==> src/rtl/spi_reg_bank.sv <==
// ============================================================================
// Module   : spi_reg_bank
// Purpose  : SPI command decoder and 8-bit register file behind SPI_Slave.
//            Command byte = {R/W, addr[6:0]}; data bytes follow in the frame.
//            Optional macro SPI_REGS_AUTOINC_EN: advance address per data byte.
// Revision : 1.0 - initial release
// ============================================================================
`default_nettype none

module spi_reg_bank #(
    parameter int         NUM_REGS = 16,
    parameter logic [7:0] ID_BYTE  = 8'hA5
) (
    input  logic                  clk,
    input  logic                  resetn,
    input  logic                  SPI_CS,
    input  logic                  Rx_DV,
    input  logic [7:0]            Rx_Byte,
    output logic [7:0]            Tx_Byte,
    output logic [NUM_REGS*8-1:0] reg_q,
    output logic                  wr_stb,
    output logic [6:0]            wr_addr
);

    typedef enum logic [1:0] {
        ST_IDLE = 2'd0,
        ST_CMD  = 2'd1,
        ST_WR   = 2'd2,
        ST_RD   = 2'd3
    } state_t;

    localparam logic [7:0] c_num_regs  = 8'(NUM_REGS);
    localparam logic [6:0] c_last_addr = 7'(NUM_REGS - 1);

    state_t     r_state;
    state_t     w_state_nxt;
    logic [1:0] r_cs_sync;
    logic [6:0] r_addr;
    logic [7:0] r_tx_byte;
    logic       r_wr_stb;
    logic [6:0] r_wr_addr;

    logic       w_cs_hi;
    logic       w_cmd_dv;
    logic       w_wr_dv;
    logic       w_rd_dv;
    logic       w_addr_in_rng;
    logic [6:0] w_addr_inc;
    logic [7:0] w_cmd_rdata;
    logic [7:0] w_adv_rdata;

    assign w_cs_hi       = r_cs_sync[1];
    assign w_addr_in_rng = ({1'b0, r_addr} < c_num_regs);

`ifdef SPI_REGS_AUTOINC_EN
    // Out-of-range start addresses keep counting up and only wrap at 127.
    assign w_addr_inc = (r_addr == c_last_addr) ? 7'd0 : r_addr + 7'd1;
`else
    assign w_addr_inc = r_addr;
`endif

    // ------------------------------------------------------------------------
    // Control FSM
    // ------------------------------------------------------------------------
    always_ff @(posedge clk or negedge resetn) begin
        if (!resetn) begin
            r_state <= ST_IDLE;
        end else begin
            r_state <= w_state_nxt;
        end
    end

    always_comb begin
        w_state_nxt = r_state;
        w_cmd_dv    = 1'b0;
        w_wr_dv     = 1'b0;
        w_rd_dv     = 1'b0;
        // A deasserted CS wins over any byte arriving in the same cycle.
        if (w_cs_hi) begin
            w_state_nxt = ST_IDLE;
        end else begin
            case (r_state)
                ST_IDLE: w_state_nxt = ST_CMD;
                ST_CMD: begin
                    if (Rx_DV) begin
                        w_cmd_dv    = 1'b1;
                        w_state_nxt = Rx_Byte[7] ? ST_WR : ST_RD;
                    end
                end
                ST_WR:   w_wr_dv = Rx_DV;
                ST_RD:   w_rd_dv = Rx_DV;
                default: w_state_nxt = ST_IDLE;
            endcase
        end
    end

    // ------------------------------------------------------------------------
    // Read muxes: command-byte address and post-advance address
    // ------------------------------------------------------------------------
    always_comb begin
        w_cmd_rdata = 8'h00;
        w_adv_rdata = 8'h00;
        for (int i = 0; i < NUM_REGS; i++) begin
            if (Rx_Byte[6:0] == 7'(i)) begin
                w_cmd_rdata = reg_q[8*i +: 8];
            end
            if (w_addr_inc == 7'(i)) begin
                w_adv_rdata = reg_q[8*i +: 8];
            end
        end
    end

    // ------------------------------------------------------------------------
    // Datapath: CS synchroniser, address pointer, MISO byte, write strobe
    // ------------------------------------------------------------------------
    always_ff @(posedge clk or negedge resetn) begin
        if (!resetn) begin
            r_cs_sync <= 2'b11;
            r_addr    <= 7'd0;
            r_tx_byte <= ID_BYTE;
            r_wr_stb  <= 1'b0;
            r_wr_addr <= 7'd0;
        end else begin
            r_cs_sync <= {r_cs_sync[0], SPI_CS};
            r_wr_stb  <= 1'b0;
            if (w_cs_hi || (r_state == ST_IDLE)) begin
                r_tx_byte <= ID_BYTE;
            end
            if (w_cmd_dv) begin
                r_addr    <= Rx_Byte[6:0];
                r_tx_byte <= Rx_Byte[7] ? 8'h00 : w_cmd_rdata;
            end
            if (w_wr_dv) begin
                r_addr <= w_addr_inc;
                if (w_addr_in_rng) begin
                    r_wr_stb  <= 1'b1;
                    r_wr_addr <= r_addr;
                end
            end
            if (w_rd_dv) begin
                r_addr    <= w_addr_inc;
                r_tx_byte <= w_adv_rdata;
            end
        end
    end

    // ------------------------------------------------------------------------
    // Register file
    // ------------------------------------------------------------------------
    for (genvar gi = 0; gi < NUM_REGS; gi++) begin : g_reg
        localparam logic [6:0] c_idx = 7'(gi);
        logic [7:0] r_q;

        always_ff @(posedge clk or negedge resetn) begin
            if (!resetn) begin
                r_q <= 8'h00;
            end else if (w_wr_dv && (r_addr == c_idx)) begin
                r_q <= Rx_Byte;
            end
        end

        assign reg_q[8*gi +: 8] = r_q;
    end

    assign Tx_Byte = r_tx_byte;
    assign wr_stb  = r_wr_stb;
    assign wr_addr = r_wr_addr;

endmodule

`default_nettype wire
==> config.mk <==
export PLATFORM = sky130hd
export DESIGN_NAME = spi_reg_bank
export DESIGN_NICKNAME = d
export VERILOG_FILES = /design/src/rtl/spi_reg_bank.sv
export SDC_FILE = /design/constraint.sdc
export NUM_CORES = 1
export LEC_CHECK = 0
export ABC_AREA = 1
export BUFFER_PORTS_ARGS = -buffer_cell sky130_fd_sc_hd__buf_2
export CAP_MARGIN = 20
export CORE_AREA = 2 2 165 135
export CTS_CLUSTER_DIAMETER = 60
export DETAILED_ROUTE_END_ITERATION = 6
export DIE_AREA = 0 0 167 137
export PLACE_DENSITY_LB_ADDON = 0.1
export SYNTH_ARGS = -nofsm -noshare
export SYNTH_HDL_FRONTEND = slang
export SYNTH_SLANG_ARGS = --single-unit
==> constraint.sdc <==
create_clock -name clk -period 4.3 [get_ports clk]
set_clock_uncertainty 0.1 [all_clocks]
set_input_delay 0.86 -clock clk [delete_from_list [all_inputs] [get_ports clk]]
set_output_delay 0.86 -clock clk [all_outputs]
set_load 0.05 [all_outputs]
### Word-level counts from Yosys, hierarchy flattened

Index checks and enable logic that the tools add are counted.

* mux-type cells: 49
* bitwise gates (word level): 2
* equal/unequal tests: 34
* reductions and logical operators: 25
* shifts and indexed selects: 0
* div/mod/pow operators: 0
* add/sub/neg operators: 0
* $lt $le $gt $ge: 1
* multiply operators: 0

Operators with widths (number)
* $mux 8: 36
* $eq 7x4->1 const B: 16
* $eq 7x3->1 const B: 8
* $eq 7x2->1 const B: 4
* $logic_and 1x1->1: 16
* $eq 7x1->1 const B: 2
* $logic_not 7->1: 2
* $mux 1: 10
* $lt 7x5->1 const B: 1
* $reduce_bool 3->1: 2
* $eq 2x2->1 const B: 2
* $mux 2: 2
* $pmux 2 s2: 1
* $reduce_and 2->1: 2
* $ne 3x3->1 const B: 1
* $reduce_and 3->1: 1
* $eq 2x1->1 const B: 1
* $logic_not 2->1: 1
* $not 1->1: 2
* $logic_or 1x1->1: 1

* memories kept: 0
* latch bits: 0
* output and inout port bits: 144
* memory bits (writable): 0
* bits in read-only memories: 0
* word-level logic and storage cells: 133
* register bits: 155
* input port bits: 12

### Logic depth before layout (Yosys ltp)

Gate-level depths: netlist (run 1).

* depth in word-level cells: 20
* depth in mapped cells: 18
* mapped depth without buffers: 17

### Worst setup path after synthesis (run 1)

No wires, ideal clock.

* path kind: input port to flip-flop
* start: input port Rx_Byte[4]
* end: register r_tx_byte[7], in the netlist Tx_Byte[7]
* path buffers: 0
* arrival time: 2.185 ns
* setup slack: 1.942 ns
* stages on the path: 15
* required time: 4.128 ns
* setup time: 0.072 ns
* cells stage by stage: inv_2 > nand2_2 > nor2_8 > nand3_2 > nor2_4 > inv_2 > or2_2 > nand2_1 > nand4_1 > nand2_1 > nand3_1 > nand2_1 > nand3_1 > nand2_1 > inv_1

* word-level cells in the longest chain between the ends: 20
* elaborated cells between the ends (all ways): 35
* those cells by class: eq/ne (15); mux (19); reduce/logical (1)

Ends and longest elaborated chain
* start: declaration: RTL line 18 `input logic [7:0] Rx_Byte,`
* $logic_not 7->1: RTL line 104 `if (Rx_Byte[6:0] == 7'(i)) begin`
* $mux 8 (15 in series): RTL line 104
* $mux 8 *: RTL line 104
* $mux 8 *: RTL line 131 `r_tx_byte <= Rx_Byte[7] ? 8'h00 : w_cmd_rdata;`
* $mux 8 *: RTL line 129 `if (w_cmd_dv) begin`
* $mux 8 *: RTL line 140 `if (w_rd_dv) begin`
* end signal: assignment: RTL line 131
* end signal: assignment: RTL line 142 `r_tx_byte <= w_adv_rdata;`
* end: declaration: RTL line 39 `logic [7:0] r_tx_byte;`

Every way passes the cells marked *; elsewhere a longest branch is shown, timed or not.
A chain may end at the register's enable or synchronous reset.

### Final worst setup path (run 1)

Same ends and word-level chain as after synthesis.

==> results of run 1 <==
==> placed cells by master, fill, tap and decap left out, types with 12 or more instances in the layout <==
cell       synthesis  routed
inv_1            100     100
nor2_1            91      91
nand2_1          361     361
o21ai_0          139     139
nand4_1           40      40
a21oi_1           28      28
inv_2             18      18
nand3_1           71      71
o21ai_1           15      15
nor2_4            12      12
dfrtp_1          149     149
clkbuf_16          0      17
buf_2              7     154
==> layout make-up <==
cell class,instances,area (um2)
Antenna cell,1,2.50
Clock buffer,17,425
Clock inverter,15,116
Fill cell,2241,11400
Inverter,118,443
Multi-Input combinational cell,804,3690
Sequential cell,155,3890
Tap cell,275,344
Timing Repair Buffer,163,855
==> cell families after synthesis <==
| kind of cell | count (synthesis) | share of synthesized area |
|---|---|---|
| buf+inv | 153 | 0.0735 |
| flops | 155 | 0.475 |
| compound gates | 189 | 0.118 |
| simple gates | 615 | 0.333 |
==> metrics by stage <==
step	util	hold WS, ps	area [um2]	cells
after global routing	0.461	262	9760	1547
final	0.461	256	9770	1548
after detailed placement	0.435	247	9220	1515
after CTS	0.461	257	9760	1547
after floorplan	-	245	8180	1112
after global placement	0.435	245	9220	1515
==> flip-flops by register name, indices dropped and copies added, names as in the netlist <==
register   cells
r_state        2
Tx_Byte        8
g.r_q        128
r_cs_sync      2
wr_addr        7
wr_stb         1
r_addr         7
==> path summary, 6_finish.rpt <==
check / startpoint / to / slack (ps) / depth (start not counted)
max reg2reg: r_addr[4] / Tx_Byte[2] / 1550 / 16
min in group asynchronous: resetn / g_reg[6].r_q[6] / 350 / 1
max: Rx_Byte[4] / Tx_Byte[7] / 1320 / 16
min: r_cs_sync[0] / r_cs_sync[1] / 260 / 0
max in group asynchronous: resetn / Tx_Byte[2] / 2860 / 2
min reg2reg: r_cs_sync[0] / r_cs_sync[1] / 260 / 0
==> routing by layer <==
| layer | GRT usage | routed length, um | up-vias | part of all wire |
|---|---|---|---|---|
| met4 | 0.0536 | 347 | 0 | 0.011 |
| met5 | 0 | 0 | - | 0 |
| met3 | 0.0529 | 2630 | 26 | 0.083 |
| met2 | 0.373 | 12600 | 392 | 0.39 |
| met1 | 0.464 | 16300 | 3933 | 0.51 |
| li1 | - | - | 3884 | - |
==> where the power goes <==
| part | internal, mW | leakage, nW | total (mW) | switching [mW] |
|---|---|---|---|---|
| clock network | 0.746 | 0.254 | 1.41 | 0.664 |
| logic | 0.0915 | 2.41 | 0.473 | 0.381 |
| registers | 1.52 | 2.11 | 1.59 | 0.0672 |
==> impl_metrics.py, run 1 <==
metrics = {
    "run_status": {
        "status": "complete, no violations",
    },
    "placed_design": {
        "io_buffer_count": 155,
        "dpl_worst_slack_ps": 965,
        "dpl.hpwl_um": 23800,
        "gp_congestion": 0.947,
    },
    "clock_tree": {
        "cts_buffer_depth": 2,
        "cts_tree": "done",
        "htreeDepth": 4,
        "root_buffer": "clkbuf_16",
        "cts_buffers": 17,
        "clk_pin_slew_ps": 70,
        "post_cts_buffers": 0,
        "clkLatencyLatePin_ps": 430,
        "clock-sinks": 155,
        "holdBufCountCts": 0,
        "post_cts_resized": 0,
    },
    "power": {
        "ir_drop_v": 0.000240,
        "power.density_nw_per_um2": 355,
        "p_leak_nw": 4.78,
        "power_mw": 3.47,
    },
    "sta": {
        "maxSlewHeadroom": 0.491,
        "worst_pin_slew_ps": 763,
        "finalHoldViolations": 0,
        "timing.final.crit_share": 0.692,
        "rsz0062_at_grt": "false",
        "finalSetupTns_ps": 0,
        "max_freq_mhz": 336,
        "period_minus_slack_ps": 2980,
        "setup_viol": 0,
        "drv_slew": 0,
        "worst_slack_ps": 1320,
    },
    "floorplan": {
        "ios": 156,
        "rows": 48,
        "fp.dieW_um": 167,
        "core-area_um2": 21200,
        "start_util": 0.386,
        "die_area_um2": 22900,
        "die_h_um": 137,
    },
    "finish": {
        "fin_nets": 1271,
        "syn2layout_area_growth_pct": 19.4,
        "drive_gt1_frac": 0.208,
    },
    "yosys": {
        "synthTopCellsByArea": "dfrtp_1, nand2_1, o21ai_0, inv_1, nand3_1",
        "yosys-top-cells-count": "nand2_1, dfrtp_1, o21ai_0",
        "synth_nets": 1124,
        "synth-seq-cells": 155,
        "synthCells": 1112,
        "synth_area_um2": 8180,
        "synth_edf_count": 0,
        "synth_top_flop_cell": "dfrtp_1",
        "yosysSeqAreaShare": 0.475,
        "synth_top_area_frac": 0.456,
        "avgSynthCellArea_um2": 7.36,
        "yosys_warnings": 0,
        "synth_top_area_cell": "dfrtp_1",
        "synth_most_common_cell": "nand2_1",
        "synthArstFlopShare": 1.00,
        "synth_cell_types": 32,
    },
    "worst_setup_path": {
        "crit_buf_inv": 5,
        "arrival_ps": 3260,
        "crit_slowest_cell": "inv_2",
        "path_class": "in -> reg",
        "crit_family": "simple AND/OR/NAND/NOR gates",
        "max_stage_delay_ps": 360,
        "endpoint_kind": "flop",
        "crit_path_start_kind": "input pin",
        "cp_max_fo": 27,
        "path_cells": "buf_2, inv_2, nand2_2, nor2_8, nand3_2, nor2_1, inv_1, o21ai_0, inv_1, nand4_1, nand2_1, nand3_1, nand2_1, nand3_1, nand2_1, inv_1",
        "critPathRequiredTime_ps": 4580,
    },
    "route": {
        "drc": 0,
        "drt_iter0_drc": 1081,
        "wl_per_cell_um": 20.6,
        "drt-pass1-iter-count": 6,
        "ant_nets": 0,
        "drt_wl_total_um": 31800,
        "via_per_inst": 5.32,
        "vias": 8235,
    },
    "grt": {
        "grt_antenna_before_repair": 0,
        "grt_usage": 0.281,
        "grt_pass1_vias": 7196,
        "grt.overflow.total": 0,
        "grt_max_degree": 80,
        "grt_pass1_wl_um": 47500,
    },
    "flow_run": {
        "cap_violations": 0,
    },
    "min_path": {
        "hp-class": "reg -> reg",
    },
}
No activity file was read; power rests on OpenSTA's default activity.
==> run 2, diff against run 1 <==
- clock period: 4.3 -> 2.9 ns (I/O delays scaled with it)
==> run 2 against run 1 <==
Against the previous run:
- total power rose by 60%
- non-clock buffer count increased by 28
- register-to-register slack got worse by 1300 ps
- core utilization grew 1.5 points
- sequential power rose by 48%
- setup slack worse by 1100 ps
- via count barely moved
- global-route usage is 0.52 points higher
- critical path depth rose by 1
- flip-flop and latch count stayed put
- cell count up 1.7%
- worst hold slack got worse by 200 ps
- largest power group is now clock
- highest routed layer unchanged
==> impl_metrics.py, run 2 (synthesis results as in run 1) <==
metrics = {
    "route": {
        "via_per_inst": 5.23,
        "drt_wl_total_um": 32200,
        "wl_per_cell_um": 20.5,
        "drc": 0,
        "drt_iter0_drc": 923,
        "drt-pass1-iter-count": 5,
        "ant_nets": 0,
        "vias": 8233,
    },
    "worst_setup_path": {
        "endpoint_kind": "flop",
        "arrival_ps": 2880,
        "crit_path_start_kind": "flop",
        "worstSetupStartpoint": "r_addr[1]",
        "r2r-start": "r_addr[1]",
        "path_class": "reg -> reg",
        "critPathRequiredTime_ps": 3120,
        "cp_max_fo": 6,
    },
    "power": {
        "p_leak_nw": 4.98,
        "ir_drop_v": 0.000327,
        "power_frac_seq": 0.424,
        "p_comb_frac": 0.131,
        "power.density_nw_per_um2": 550,
        "p_clk_frac": 0.444,
        "intPower_mw": 3.87,
        "switching_share": 0.302,
        "p_switching_mw": 1.68,
    },
    "clock_tree": {
        "cts_buffer_depth": 2,
        "post_cts_resized": 0,
        "holdBufCountCts": 0,
        "root_buffer": "clkbuf_16",
        "post_cts_buffers": 0,
        "clkLatencyLatePin_ps": 440,
        "htreeDepth": 4,
        "clock-sinks": 155,
        "cts_buffers": 17,
        "cts_tree": "done",
        "clk_pin_slew_ps": 70,
    },
    "sta": {
        "period_minus_slack_ps": 2660,
        "drv_slew": 0,
        "max_freq_mhz": 376,
        "worst_slack_ps": 241,
        "setup_viol": 0,
        "rsz0062_at_grt": "false",
        "maxSlewHeadroom": 0.533,
        "finalHoldViolations": 0,
        "timing.final.crit_share": 0.917,
        "worst_pin_slew_ps": 699,
        "finalSetupTns_ps": 0,
    },
    "grt": {
        "grt_antenna_before_repair": 0,
        "grt.overflow.total": 0,
        "grt_pass1_vias": 7401,
        "grt_pass1_wl_um": 48400,
        "grt_max_degree": 71,
        "grt_usage": 0.286,
    },
    "placed_design": {
        "gp_congestion": 0.961,
        "dpl-instance-area_um2": 9450,
        "dpl_worst_slack_ps": 161,
        "place_inst": 1543,
        "io_buffer_count": 155,
        "dpl.hpwl_um": 24300,
    },
    "finish": {
        "antennaDiodeCount": 0,
        "drive_gt1_frac": 0.225,
        "layout.cells.non_filler": 1575,
        "fin_nets": 1299,
        "final_common_cell": "nand2_1",
        "top_register": "g.r_q",
        "syn2layout_area_growth_pct": 23.2,
        "fill_cells": 2181,
        "layout_common_cells": "nand2_1, buf_2, dfrtp_1",
        "final_area_um2": 10100,
        "largest_reg_flops": 128,
    },
    "floorplan": {
        "start_util": 0.386,
        "fp.dieW_um": 167,
        "core-area_um2": 21200,
        "ios": 156,
        "die_h_um": 137,
        "die_area_um2": 22900,
        "rows": 48,
    },
    "min_path": {
        "hp-class": "in -> async",
    },
    "run_status": {
        "status": "complete, no violations",
    },
    "flow_run": {
        "cap_violations": 0,
    },
}
[run 2: changes by cell type in the layout (fill, tap and decap cells not counted)]
cell,previous run,this run
buf_12,1,2
buf_4,7,34
bufinv_16,0,4
clkinv_2,3,2
clkinv_4,2,1
clkinvlp_4,5,1
diode_2,1,0
inv_6,4,6
[run 2: path summary, 6_finish.rpt]
path | slack, ps | cells past startpoint | to
worst max-delay path | 240 | 17 | Tx_Byte[1]
worst min-delay path | 60 | 1 | wr_addr[4]
worst max register to register | 240 | 17 | Tx_Byte[1]
worst min register to register | 260 | 0 | r_cs_sync[1]
max in group asynchronous | 1910 | 2 | r_cs_sync[0]
min in group clk | 150 | 1 | r_cs_sync[0]
[run 2: power groups by stage]
stage | logic [mW] | clock network, mW | registers (mW)
6_report | 0.728 | 2.47 | 2.35
5_1_grt | 0.783 | 2.61 | 2.36
4_1_cts | 0.729 | 2.51 | 2.35
3_5_place_dp | 0.728 | 0 | 2.39
3_3_place_gp | 0.723 | 0 | 2.39
2_1_floorplan | 0.251 | 0 | 2.58
[run 2: layer usage]
metal	vias up	wire length [um]	GRT usage
li1	3934	-	-
met1	3908	16100	0.461
met2	367	13200	0.392
met3	24	2600	0.0544
met4	0	328	0.0608
met5	-	0	0
[run 2: through the flow]
stage	util	power [mW]	hold slack (ps)
2_1_floorplan	-	2.83	184
3_3_place_gp	0.446	3.11	245
3_5_place_dp	0.446	3.12	247
4_1_cts	0.476	5.59	80.2
5_1_grt	0.476	5.75	97.5
6_report	0.476	5.55	59.1
[run 2: worst max-delay path, cell delays in order, from the launching register on]
cell	delay, ps
dfrtp_1	430
inv_2	80
nand2_4	120
nor2_1	160
nand2_1	120
inv_1	70
nand2_1	70
nand2_1	50
nor2_1	140
nand4_1	120
nor2_1	280
nand3_1	130
nand2_1	80
nand2_1	70
nor3_1	250
nand3_1	140
nand2_1	80
nand3_1	60
[run 2: layout make-up]
class	count	area [um2]	area share
sequential	155	3890	0.386
multi-input combinational	804	3690	0.367
clock buffer	17	425	0.0422
timing repair buffer	191	1080	0.107
inverter	118	443	0.0439
tap	275	344	0.0341
clock inverter	15	210	0.0209
==> run 3, diff against run 2 <==
- SLEW_MARGIN: unset -> 20
- clock period: 2.9 -> 2.3 ns (I/O delays scaled with it)
==> run 3 against run 2 <==
Against the previous run:
- the flow now finishes with violations (setup timing)
- sequential share of layout area is 3.5 points lower
- non-clock buffer count up 92
- cell count increased by 5.8%
- routed wire length increased by 3.3%
- via count grew 4.8%
- critical path type unchanged
- largest cell class is now multi-input gates
==> impl_metrics.py, run 3 (synthesis results as in run 1) <==
metrics = {
    "power": {
        "p_leak_nw": 5.61,
        "power.density_nw_per_um2": 661,
        "ir_drop_v": 0.000367,
    },
    "clock_tree": {
        "root_buffer": "clkbuf_16",
        "cts_tree": "done",
        "cts_buffers": 17,
        "clk_pin_slew_ps": 70,
        "clkLatencyLatePin_ps": 440,
        "cts_buffer_depth": 2,
        "clock-sinks": 155,
        "htreeDepth": 4,
    },
    "finish": {
        "fin_nets": 1391,
        "drive_gt1_frac": 0.314,
        "fill_cells": 2104,
        "final_common_cell": "nand2_1",
        "largest_reg_flops": 128,
        "antennaDiodeCount": 0,
        "seq_area_um2": 3890,
        "final_area_um2": 11100,
        "top_register": "g.r_q",
        "syn2layout_area_growth_pct": 35.6,
        "finish.utilization": 0.524,
        "multi_input_area_um2": 3910,
        "layout_common_cells": "nand2_1, buf_2, dfrtp_1",
        "layout.cells.non_filler": 1666,
    },
    "sta": {
        "rsz0062_at_grt": "true",
        "max_freq_mhz": 422,
        "holdWs_ps": 16.3,
        "drv_slew": 0,
        "maxSlewHeadroom": 0.612,
        "timing.final.crit_share": 1.03,
        "setup_viol": 1,
        "worst_pin_slew_ps": 582,
        "period_minus_slack_ps": 2370,
        "worst_slack_ps": -70.8,
        "finalHoldViolations": 0,
    },
    "grt": {
        "grt_max_degree": 55,
        "grt_usage": 0.293,
        "grt_antenna_before_repair": 0,
        "grt_pass1_vias": 7858,
        "grt.overflow.total": 0,
        "grt_pass1_wl_um": 49800,
    },
    "worst_setup_path": {
        "crit_end": "Tx_Byte[5]",
        "path_class": "reg -> reg",
        "critPathRequiredTime_ps": 2590,
        "r2r.worst_path.cells": 15,
        "worst-r2r-setup-slack_ps": -70,
        "reg2reg_to": "Tx_Byte[5]",
        "arrival_ps": 2660,
        "crit_path_start_kind": "flop",
        "worstSetupStartpoint": "r_addr[4]",
        "r2r-start": "r_addr[4]",
        "cp_max_fo": 7,
        "endpoint_kind": "flop",
    },
    "route": {
        "wl_per_cell_um": 20.0,
        "drc": 0,
        "drt_wl_total_um": 33300,
        "drt-pass1-iter-count": 5,
        "via_per_inst": 5.18,
        "ant_nets": 0,
        "drt_iter0_drc": 1034,
        "vias": 8625,
    },
    "placed_design": {
        "gp_congestion": 1.01,
        "io_buffer_count": 155,
        "place_inst": 1606,
        "dpl-instance-area_um2": 9960,
        "dpl_worst_slack_ps": -281,
        "dpl.hpwl_um": 24700,
    },
    "floorplan": {
        "rows": 48,
        "die_h_um": 137,
        "ios": 156,
        "die_area_um2": 22900,
        "fp.dieW_um": 167,
        "start_util": 0.386,
        "core-area_um2": 21200,
    },
    "run_status": {
        "violations": "setup timing",
        "status": "finished, violations left",
    },
    "flow_run": {
        "cap_violations": 0,
    },
    "min_path": {
        "hp-class": "in -> reg",
        "min_from": "SPI_CS",
    },
}
run 3: cell count changes in the layout (fill, tap and decap cells not counted), sizes merged:
cell,before,now
dlygate4sd3,0,1
buf,191,282
clkinv,3,1
clkbuf,17,22
inv,125,121
run 3: per-layer routing:
metal,global-route usage,part of all wire,up-vias
met2,0.411,0.41,380
li1,-,-,4124
met5,0,0,-
met4,0.0694,0.011,0
met3,0.0636,0.086,25
met1,0.454,0.49,4096
run 3: worst min path at each step:
stage          cells past startpoint  slack [ps]      endpoint
6_report                           1          20  r_cs_sync[0]
5_1_grt                            1           5  r_cs_sync[0]
4_1_cts                            1          10  r_cs_sync[0]
3_5_place_dp                       0         250  r_cs_sync[1]
3_3_place_gp                       0         250  r_cs_sync[1]
2_1_floorplan                      0          60    Tx_Byte[1]
run 3: repair_timing:
action | CTS | global route
hold buffers | 1 | 0
hold endpoints to repair | 45 | 0
buffers inserted | 20 | 9
pin swaps | 14 | 37
setup endpoints to repair | 10 | 26
resized for setup | 25 | 60
gates cloned | 0 | 0
run 3: area by class of cell:
cell class                      count  share of cell area
Clock inverter                      9              0.0143
Tap cell                          275              0.0310
Multi-Input combinational cell    804               0.352
Timing Repair Buffer              283               0.169
Inverter                          118              0.0401
Sequential cell                   155               0.351
Clock buffer                       22              0.0427
run 3: where the power goes:
group	leakage, nW	switching (mW)	internal [mW]	total, mW
combinational	3.20	0.824	0.427	1.25
sequential	2.10	0.130	2.85	2.98
clock	0.308	1.20	1.91	3.10
run 3: through the flow:
step / setup TNS (ps) / total power, mW
after detailed placement: -1270 / 4.06
final: -70.8 / 7.33
after global placement: -1200 / 4.05
after CTS: -45.7 / 7.28
after global routing: -794 / 7.58
after floorplan: 0 / 3.57
run 3: critical path, stage by stage (launching register included):
cell     delay, ps
dfrtp_2        450
nor3_4         270
buf_6          190
nand2_4         70
nor2_4         240
buf_12         150
nand2_2         40
nand4_1        170
nand2_1        100
nand4_1        120
nor2_2          70
nand4_1        120
nand2_1         80
nand3_2         60
nand2_1         50
inv_1           40
